**src/rtl/mem_stage_pkg.sv**
```systemverilog
// Shared types and constants for the MEM stage.
// State encoding, MEM/WB bundle and its bubble value.
package mem_stage_pkg;

  localparam int DATA_W     = 32;
  localparam int REG_ADDR_W = 5;

  typedef enum logic {
    ST_IDLE,
    ST_WAIT
  } state_e;

  typedef struct packed {
    logic                  reg_write;
    logic                  mem_to_reg;
    logic [DATA_W-1:0]     read_data;
    logic [DATA_W-1:0]     alu_result;
    logic [REG_ADDR_W-1:0] rd_addr;
  } mem_wb_t;

  localparam mem_wb_t MEM_WB_BUBBLE = '0;

endpackage

```
**src/rtl/mem_wb_register.sv**
```systemverilog
// MEM/WB pipeline register.
// Sync reset; bubble_i loads an inert slot instead of d_i.
module mem_wb_register
  import mem_stage_pkg::*;
(
  input  logic    clk_i,
  input  logic    rst_i,
  input  logic    bubble_i,
  input  mem_wb_t d_i,
  output mem_wb_t q_o
);

  mem_wb_t wb_q;

  always_ff @(posedge clk_i) begin
    if (rst_i) begin
      wb_q <= '0;
    end else if (bubble_i) begin
      wb_q <= MEM_WB_BUBBLE;
    end else begin
      wb_q <= d_i;
    end
  end

  assign q_o = wb_q;

endmodule

```
**src/rtl/mem_access_stage.sv**
```systemverilog
// MEM stage: req/ack data-memory access FSM feeding MEM/WB.
// Optional abort on a stuck access with `define MEM_TIMEOUT_EN.
module mem_access_stage #(
  parameter int DATA_W         = 32,
  parameter int TIMEOUT_CYCLES = 64
) (
  input  logic              clk_i,
  input  logic              rst_i,
  input  logic              RegWrite_i,
  input  logic              MemtoReg_i,
  input  logic              MemRead_i,
  input  logic              MemWrite_i,
  input  logic [DATA_W-1:0] ALUResult_i,
  input  logic [DATA_W-1:0] RS2data_i,
  input  logic [4:0]        RDaddr_i,
  output logic              stall_o,
  output logic              mem_req_o,
  output logic              mem_we_o,
  output logic [DATA_W-1:0] mem_addr_o,
  output logic [DATA_W-1:0] mem_wdata_o,
  input  logic              mem_ack_i,
  input  logic [DATA_W-1:0] mem_rdata_i,
  output logic              RegWrite_o,
  output logic              MemtoReg_o,
  output logic [DATA_W-1:0] ReadData_o,
  output logic [DATA_W-1:0] ALUResult_o,
  output logic [4:0]        RDaddr_o,
  output logic              err_o
);
  import mem_stage_pkg::*;

  state_e            state_q, state_d;
  logic              req_q, req_d;
  logic              we_q, we_d;
  logic [DATA_W-1:0] addr_q, addr_d;
  logic [DATA_W-1:0] wdata_q, wdata_d;
  logic              rw_q, rw_d;
  logic              m2r_q, m2r_d;
  logic              load_q, load_d;
  logic [4:0]        rd_q, rd_d;
  logic              bubble;
  mem_wb_t           wb_d, wb_q;
  logic              access;

`ifdef MEM_TIMEOUT_EN
  localparam int CNT_W = $clog2(TIMEOUT_CYCLES + 1);
  logic [CNT_W-1:0] cnt_q, cnt_d;
  logic             err_q, err_d;
`endif

  assign access = MemRead_i | MemWrite_i;

  always_comb begin
    state_d = state_q;
    req_d   = req_q;
    we_d    = we_q;
    addr_d  = addr_q;
    wdata_d = wdata_q;
    rw_d    = rw_q;
    m2r_d   = m2r_q;
    load_d  = load_q;
    rd_d    = rd_q;
    stall_o = 1'b0;
    bubble  = 1'b0;
    wb_d    = '{reg_write:  RegWrite_i,
                mem_to_reg: MemtoReg_i,
                read_data:  '0,
                alu_result: ALUResult_i,
                rd_addr:    RDaddr_i};
`ifdef MEM_TIMEOUT_EN
    cnt_d = cnt_q;
    err_d = err_q;
`endif
    unique case (state_q)
      ST_IDLE: begin
        if (access) begin
          stall_o = 1'b1;
          bubble  = 1'b1;
          state_d = ST_WAIT;
          req_d   = 1'b1;
          we_d    = MemWrite_i;
          addr_d  = ALUResult_i;
          wdata_d = RS2data_i;
          rw_d    = RegWrite_i;
          m2r_d   = MemtoReg_i;
          // both flags set behaves as a store
          load_d  = MemRead_i & ~MemWrite_i;
          rd_d    = RDaddr_i;
`ifdef MEM_TIMEOUT_EN
          cnt_d   = '0;
`endif
        end
      end
      ST_WAIT: begin
        if (mem_ack_i) begin
          state_d = ST_IDLE;
          req_d   = 1'b0;
          wb_d    = '{reg_write:  rw_q,
                      mem_to_reg: m2r_q,
                      read_data:  load_q ? mem_rdata_i : '0,
                      alu_result: addr_q,
                      rd_addr:    rd_q};
        end else begin
          stall_o = 1'b1;
          bubble  = 1'b1;
`ifdef MEM_TIMEOUT_EN
          if (cnt_q == CNT_W'(TIMEOUT_CYCLES - 1)) begin
            stall_o = 1'b0;
            state_d = ST_IDLE;
            req_d   = 1'b0;
            err_d   = 1'b1;
          end else begin
            cnt_d = cnt_q + 1'b1;
          end
`endif
        end
      end
      default: state_d = ST_IDLE;
    endcase
  end

  always_ff @(posedge clk_i) begin
    if (rst_i) begin
      state_q <= ST_IDLE;
      req_q   <= 1'b0;
      we_q    <= 1'b0;
      addr_q  <= '0;
      wdata_q <= '0;
      rw_q    <= 1'b0;
      m2r_q   <= 1'b0;
      load_q  <= 1'b0;
      rd_q    <= '0;
    end else begin
      state_q <= state_d;
      req_q   <= req_d;
      we_q    <= we_d;
      addr_q  <= addr_d;
      wdata_q <= wdata_d;
      rw_q    <= rw_d;
      m2r_q   <= m2r_d;
      load_q  <= load_d;
      rd_q    <= rd_d;
    end
  end

`ifdef MEM_TIMEOUT_EN
  always_ff @(posedge clk_i) begin
    if (rst_i) begin
      cnt_q <= '0;
      err_q <= 1'b0;
    end else begin
      cnt_q <= cnt_d;
      err_q <= err_d;
    end
  end

  assign err_o = err_q;
`else
  assign err_o = 1'b0;
`endif

  mem_wb_register u_mem_wb (
    .clk_i    (clk_i),
    .rst_i    (rst_i),
    .bubble_i (bubble),
    .d_i      (wb_d),
    .q_o      (wb_q)
  );

  assign mem_req_o   = req_q;
  assign mem_we_o    = we_q;
  assign mem_addr_o  = addr_q;
  assign mem_wdata_o = wdata_q;
  assign RegWrite_o  = wb_q.reg_write;
  assign MemtoReg_o  = wb_q.mem_to_reg;
  assign ReadData_o  = wb_q.read_data;
  assign ALUResult_o = wb_q.alu_result;
  assign RDaddr_o    = wb_q.rd_addr;

endmodule

```
**config.mk**
```make
export PLATFORM = sky130hd
export DESIGN_NAME = mem_access_stage
export DESIGN_NICKNAME = d
export VERILOG_FILES = /design/src/rtl/mem_stage_pkg.sv /design/src/rtl/mem_wb_register.sv /design/src/rtl/mem_access_stage.sv
export SDC_FILE = /design/constraint.sdc
export NUM_CORES = 1
export LEC_CHECK = 0
export CORE_ASPECT_RATIO = 1.25
export CORE_MARGIN = 3
export CORE_UTILIZATION = 48
export DETAILED_ROUTE_END_ITERATION = 16
export PLACE_DENSITY = 0.87
export SLEW_MARGIN = 30
export SYNTH_ARGS = -nofsm -noshare
export SYNTH_HDL_FRONTEND = slang
export SYNTH_SLANG_ARGS = --single-unit
```
**constraint.sdc**
```tcl
create_clock -name clk_i -period 2.06 [get_ports clk_i]
set_input_delay 0.412 -clock clk_i [delete_from_list [all_inputs] [get_ports clk_i]]
set_output_delay 0.412 -clock clk_i [all_outputs]
set_load 0.02 [all_outputs]
```
Yosys cells after proc, flatten, opt, wreduce, memory -nomap -nowiden. Cells that the tools add are included.

Output and inout bits: 139. Register bits: 146. Logic and storage cells: 35. Bits of input ports: 108.

Reductions and logical operators: 4. Eq/ne operators: 2. Multiplexer cells: 9. Bitwise operators: 6.

Operator list (count): $mux 71 (2); $mux 32 (1); $reduce_or 5->1 (1); $mux 1 (4); $ne 2x2->1 const B (2); $not 1->1 (4); $pmux 1 s2 (2); $reduce_and 2->1 (2); $reduce_or 2->1 (1); $and 1x1->1 (1); $or 1x1->1 (1).

Depth between registers and ports, before layout.
Depth in word-level cells: 4. Depth in mapped cells: 5. Depth with buffers taken out: 2.

By module. A second synthesis with hierarchy kept.

Cell total of the unflattened synthesis: 651. Area total of the unflattened synthesis: 5989.5 um^2.

Modules (own cells, without submodules): mem_access_stage (sequential area each 1501.4 um^2, times used 1, cells an instance 493, area an instance 3504.6 um^2); mem_wb_register (sequential area each 1421.4 um^2, times used 1, cells an instance 158, area an instance 2484.9 um^2).

Least setup slack after synthesis. OpenSTA, ideal clock, no wires.

Path type: input to output. Start point: input mem_ack_i. End point: output stall_o. Cell stages on the path: 4. Setup slack: 0.442 ns. Arrival time: 1.206 ns. Path buffers: 2. Data required time: 1.648 ns. Cells stage by stage: buf_6 -> nor2b_2 -> buf_2 -> or2_1.

Longest elaborated chain between the ends: 2.

Ends and longest elaborated chain: start: declaration (RTL line mem_access_stage.sv:21) `input logic mem_ack_i,`; $mux 1 (RTL line mem_access_stage.sv:95) `if (mem_ack_i) begin`; $pmux 1 s2 (RTL line mem_access_stage.sv:74) `unique case (state_q)`; end: declaration (RTL line mem_access_stage.sv:16) `output logic stall_o,`.

No other way between the ends.

Final worst setup path.
Start point: input MemWrite_i. End point: output stall_o.

Longest elaborated chain between the ends: 3.

Ends and longest elaborated chain: start: declaration (RTL line mem_access_stage.sv:12) `input logic MemWrite_i,`; $or 1x1->1 (RTL line mem_access_stage.sv:51) `assign access = MemRead_i | MemWrite_i;`; $mux 1 (RTL line mem_access_stage.sv:76) `if (access) begin`; $pmux 1 s2 (RTL line mem_access_stage.sv:74).

No other way between the ends.

==> results_tabular.tex <==
\begin{tabular}{lr}
\hline
Metric & Value \\
\hline
\multicolumn{2}{l}{\textbf{Run status}} \\
Result of the run & complete, no violations \\
\multicolumn{2}{l}{\textbf{Critical path}} \\
Critical Path AT & 1.60 ns \\
Crit-path max FO & 2 \\
Critical register-to-register path startpoint & state\_q \\
Category of the worst setup path launch point & input port \\
Endpoint required time on the critical path & $\sim$1.7 ns \\
Crit end category & output port \\
Reg2reg setup slack & roughly 0.32 ns \\
End of the worst register-to-register path & u\_mem\_wb.q\_o[48] \\
Critical path type & input port to output port \\
FF-to-FF path depth & 4 \\
\multicolumn{2}{l}{\textbf{Floorplan}} \\
Initial cell density of the core & 0.497 \\
DIE AREA & about 15000 um2 \\
Total I/O pin count & between 200 and 250 \\
Vert. Die Dim & roughly 140 um \\
Width of the chip & approximately 110 um \\
Standard-cell rows & 46 \\
Core footprint & $\sim$13000 um2 \\
\multicolumn{2}{l}{\textbf{Power and ir drop}} \\
Total power after layout & 0.00777 W \\
VDD IR max & 551 uV \\
Leakage & roughly 3.7 nW \\
Power per unit of standard cell area & about 800 nW/um2 \\
\multicolumn{2}{l}{\textbf{Min path}} \\
Worst hold path startpoint & rst\_i \\
Min-Delay Path Depth & 2 \\
End of the worst hold path & load\_q \\
Worst hold path type & input port to flop \\
\multicolumn{2}{l}{\textbf{Clocking}} \\
Clock latency on the worst-skew pair & 0.41 ns \\
Clock root cell & sky130\_fd\_sc\_hd\_\_clkbuf\_16 \\
Total number of clock tree sinks & about 150 \\
Largest buffer count on any clock path & 2 \\
Num CTS Buffers & 17 \\
Clock tree from TritonCTS & done \\
Count of hold buffers inserted by post-cts repair & 0 \\
Register clock-pin slew on the reported worst setup and hold paths & about 0.06 ns \\
CTS H-Tree Depth & 4 \\
\multicolumn{2}{l}{\textbf{Timing}} \\
Total setup violations reported at the end of the flow & 0 \\
RSZ-0062 raised after global routing & no \\
Relative slew slack & 0.521 \\
Clock Skew & approximately 0.010 ns \\
Worst Setup Slack, final & roughly 0.044 ns \\
Measured slew at the worst slew-check pin & between 0.7 and 0.8 ns \\
Ratio of final minimum period to clock period & 0.979 \\
Number of max-slew violations in the final report & 0 \\
Min cycle time layout & about 2.0 ns \\
Top achievable clock speed & between 0.4 and 0.5 GHz \\
Final hold viol count & 0 \\
\multicolumn{2}{l}{\textbf{Flow run}} \\
Number of max-cap violations & 0 \\
\multicolumn{2}{l}{\textbf{Placed design}} \\
\# port buffers & about 250 \\
Placer congestion estimate & between 0.7 and 0.8 \\
DPL Wire Length & approximately 12000 um \\
Area after detailed placement & 8830 um2 \\
Number of placed instances with taps included & around 950 \\
Post-place setup slack & -0.233 ns \\
\multicolumn{2}{l}{\textbf{GRT}} \\
Layer with the highest usage & met2 \\
Vias in the first global route & between 5000 and 6000 \\
Met1 global-route usage & 0.233 \\
Global Route Usage Sum & 0.226 \\
Global-route wire length before repair & 26400 um \\
Total grt overflow & 0 \\
Number of antenna violations at the first check in global routing & 0 \\
Met2 usage & 0.404 \\
Largest net degree at the start of global routing & between 90 and 100 \\
Met3 usage in global routing & 0.101 \\
\multicolumn{2}{l}{\textbf{Synth}} \\
Summed instance area of the synthesized netlist & between 6000 and 7000 um2 \\
Count of cell types in the netlist & 24 \\
Prevailing post-synth register cell & sky130\_fd\_sc\_hd\_\_dfxtp\_1 \\
Synthesized Nets & about 690 \\
Yosys top cell by area & sky130\_fd\_sc\_hd\_\_dfxtp\_1 \\
Portion of the post-synthesis area used by sequential elements & 0.456 \\
Number of enable-type register cells in the synthesized netlist & 0 \\
Portion of synthesized cell area occupied by the leading cell type & 0.456 \\
Synth warnings & 0 \\
Cell types occupying the most area after synthesis & sky130\_fd\_sc\_hd\_\_dfxtp\_1, sky130\_fd\_sc\_hd\_\_nand2b\_1, sky130\_fd\_sc\_hd\_\_mux2i\_1 \\
Cell count after synthesis & 581 \\
Flip-flop and latch count after synthesis & about 150 \\
Post-Synthesis Mean Instance Area & between 10 and 15 um2 \\
Post-synthesis async set-or-reset flop share & 0 \\
\multicolumn{2}{l}{\textbf{Drt}} \\
Vias & 5105 \\
Antenna-violating nets left & 0 \\
Iteration-0 DRC Markers & 192 \\
Routed wire per std cell & roughly 17 um \\
Detailed-route vias per instance & about 5.2 \\
Post-detailed-routing wire length & 16700 um \\
Total iterations of the first detailed-routing run & 4 \\
Number of DRC violations after detailed routing & 0 \\
\multicolumn{2}{l}{\textbf{Layout}} \\
Multi-input gate area in the final layout & 3090 um2 \\
Total inserted antenna cells & 0 \\
Total non-filler cell area in the finished layout & approximately 9500 um2 \\
Nets & $\sim$910 \\
Area taken by flip-flops and latches & roughly 2900 um2 \\
Number of fillers in the final layout & around 900 \\
Non-filler cells in the finished layout & between 900 and 1000 \\
Most frequent standard cell in the layout excluding fill and tap cells & sky130\_fd\_sc\_hd\_\_clkdlybuf4s50\_1 \\
Commonest cells after routing, fill and taps aside & sky130\_fd\_sc\_hd\_\_clkdlybuf4s50\_1, sky130\_fd\_sc\_hd\_\_dfxtp\_1, sky130\_fd\_sc\_hd\_\_nand2b\_1 \\
Post-synthesis to final-layout area growth & 47.8\% \\
Layout cells sized above 1 & 0.112 \\
\hline
\end{tabular}
## power by group
part	leakage, nW	total [W]	switching, W	internal, W
clock network	0.307	0.00328	0.00118	0.00210
registers	1.20	0.00309	0.0000959	0.00299
logic	2.21	0.00140	0.000674	0.000724
## worst max-delay path, cell delays in order
cell and delay (ns):
sky130_fd_sc_hd__clkdlybuf4s50_1 0.43, sky130_fd_sc_hd__o21ba_4 0.23, sky130_fd_sc_hd__or2_1 0.22, sky130_fd_sc_hd__clkdlybuf4s15_1 0.31
## worst max path at each step
stage	from	endpoint	slack (ns)	cells after the start
detailed placement	MemWrite_i	stall_o	-0.23	4
CTS	MemWrite_i	stall_o	0.007	4
global placement	MemWrite_i	stall_o	-0.24	4
finish	MemWrite_i	stall_o	0.04	4
global route	MemWrite_i	stall_o	0.006	4
floorplan	mem_ack_i	stall_o	0.44	4
## metrics by stage
step,hold slack (ns),setup TNS [ns],util
after CTS,0.352,0,0.734
after floorplan,0.445,0,-
after global routing,0.372,0,0.734
after global placement,0.451,-0.237,0.685
after detailed placement,0.459,-0.233,0.685
final,0.368,0,0.734
## what timing repair did
action                                  4_1_cts  5_1_grt
buffers inserted                              0        0
pin swaps                                     0        0
gates resized for setup                       1        1
endpoints found under the setup margin        1        1
## final cells by class
| type | instances | share of cell area |
|---|---|---|
| clock buffer | 20 | 0.0482 |
| sequential | 146 | 0.309 |
| multi-input combinational | 375 | 0.326 |
| inverter | 1 | 0.000396 |
| timing repair buffer | 258 | 0.275 |
| clock inverter | 12 | 0.0190 |
| tap | 168 | 0.0222 |
## synth_stat cells (all sizes together), types with 3 or more instances
cell type / n
mux2i: 71
dfxtp: 146
and2: 32
clkbuf: 19
o21ba: 3
a21bo: 39
a2111oi: 39
buf: 40
nand3: 39
nand2b: 144
## flip-flops by register name, indices dropped and copies added (netlist names)
| name | flops |
|---|---|
| u_mem_wb.q_o | 71 |
| mem_req_o | 1 |
| state_q | 1 |
| mem_wdata_o | 32 |
| rw_q | 1 |
| rd_q | 5 |
| mem_we_o | 1 |
| load_q | 1 |
| m2r_q | 1 |
| mem_addr_o | 32 |
## layer usage
layer / vias to the layer above / share of wire / wire length (um)
met3: 19 / 0.11 / 1880
met5: - / 0 / 0
met4: 0 / 0.015 / 254
met2: 203 / 0.51 / 8530
met1: 2451 / 0.36 / 6060
li1: 2432 / - / -
## logic make-up (layout without fill, tap and decap cells)
kind of cell,after synthesis,in the layout,share of synthesized area
AO/OA/AOI/OAI,84,84,0.161
buffers and inverters,60,291,0.0636
flip-flops,146,146,0.456
multiplexers,71,71,0.111
other,1,1,0.000585
AND/OR/NAND/NOR,219,219,0.208
Power figures use the tool's default switching activity.
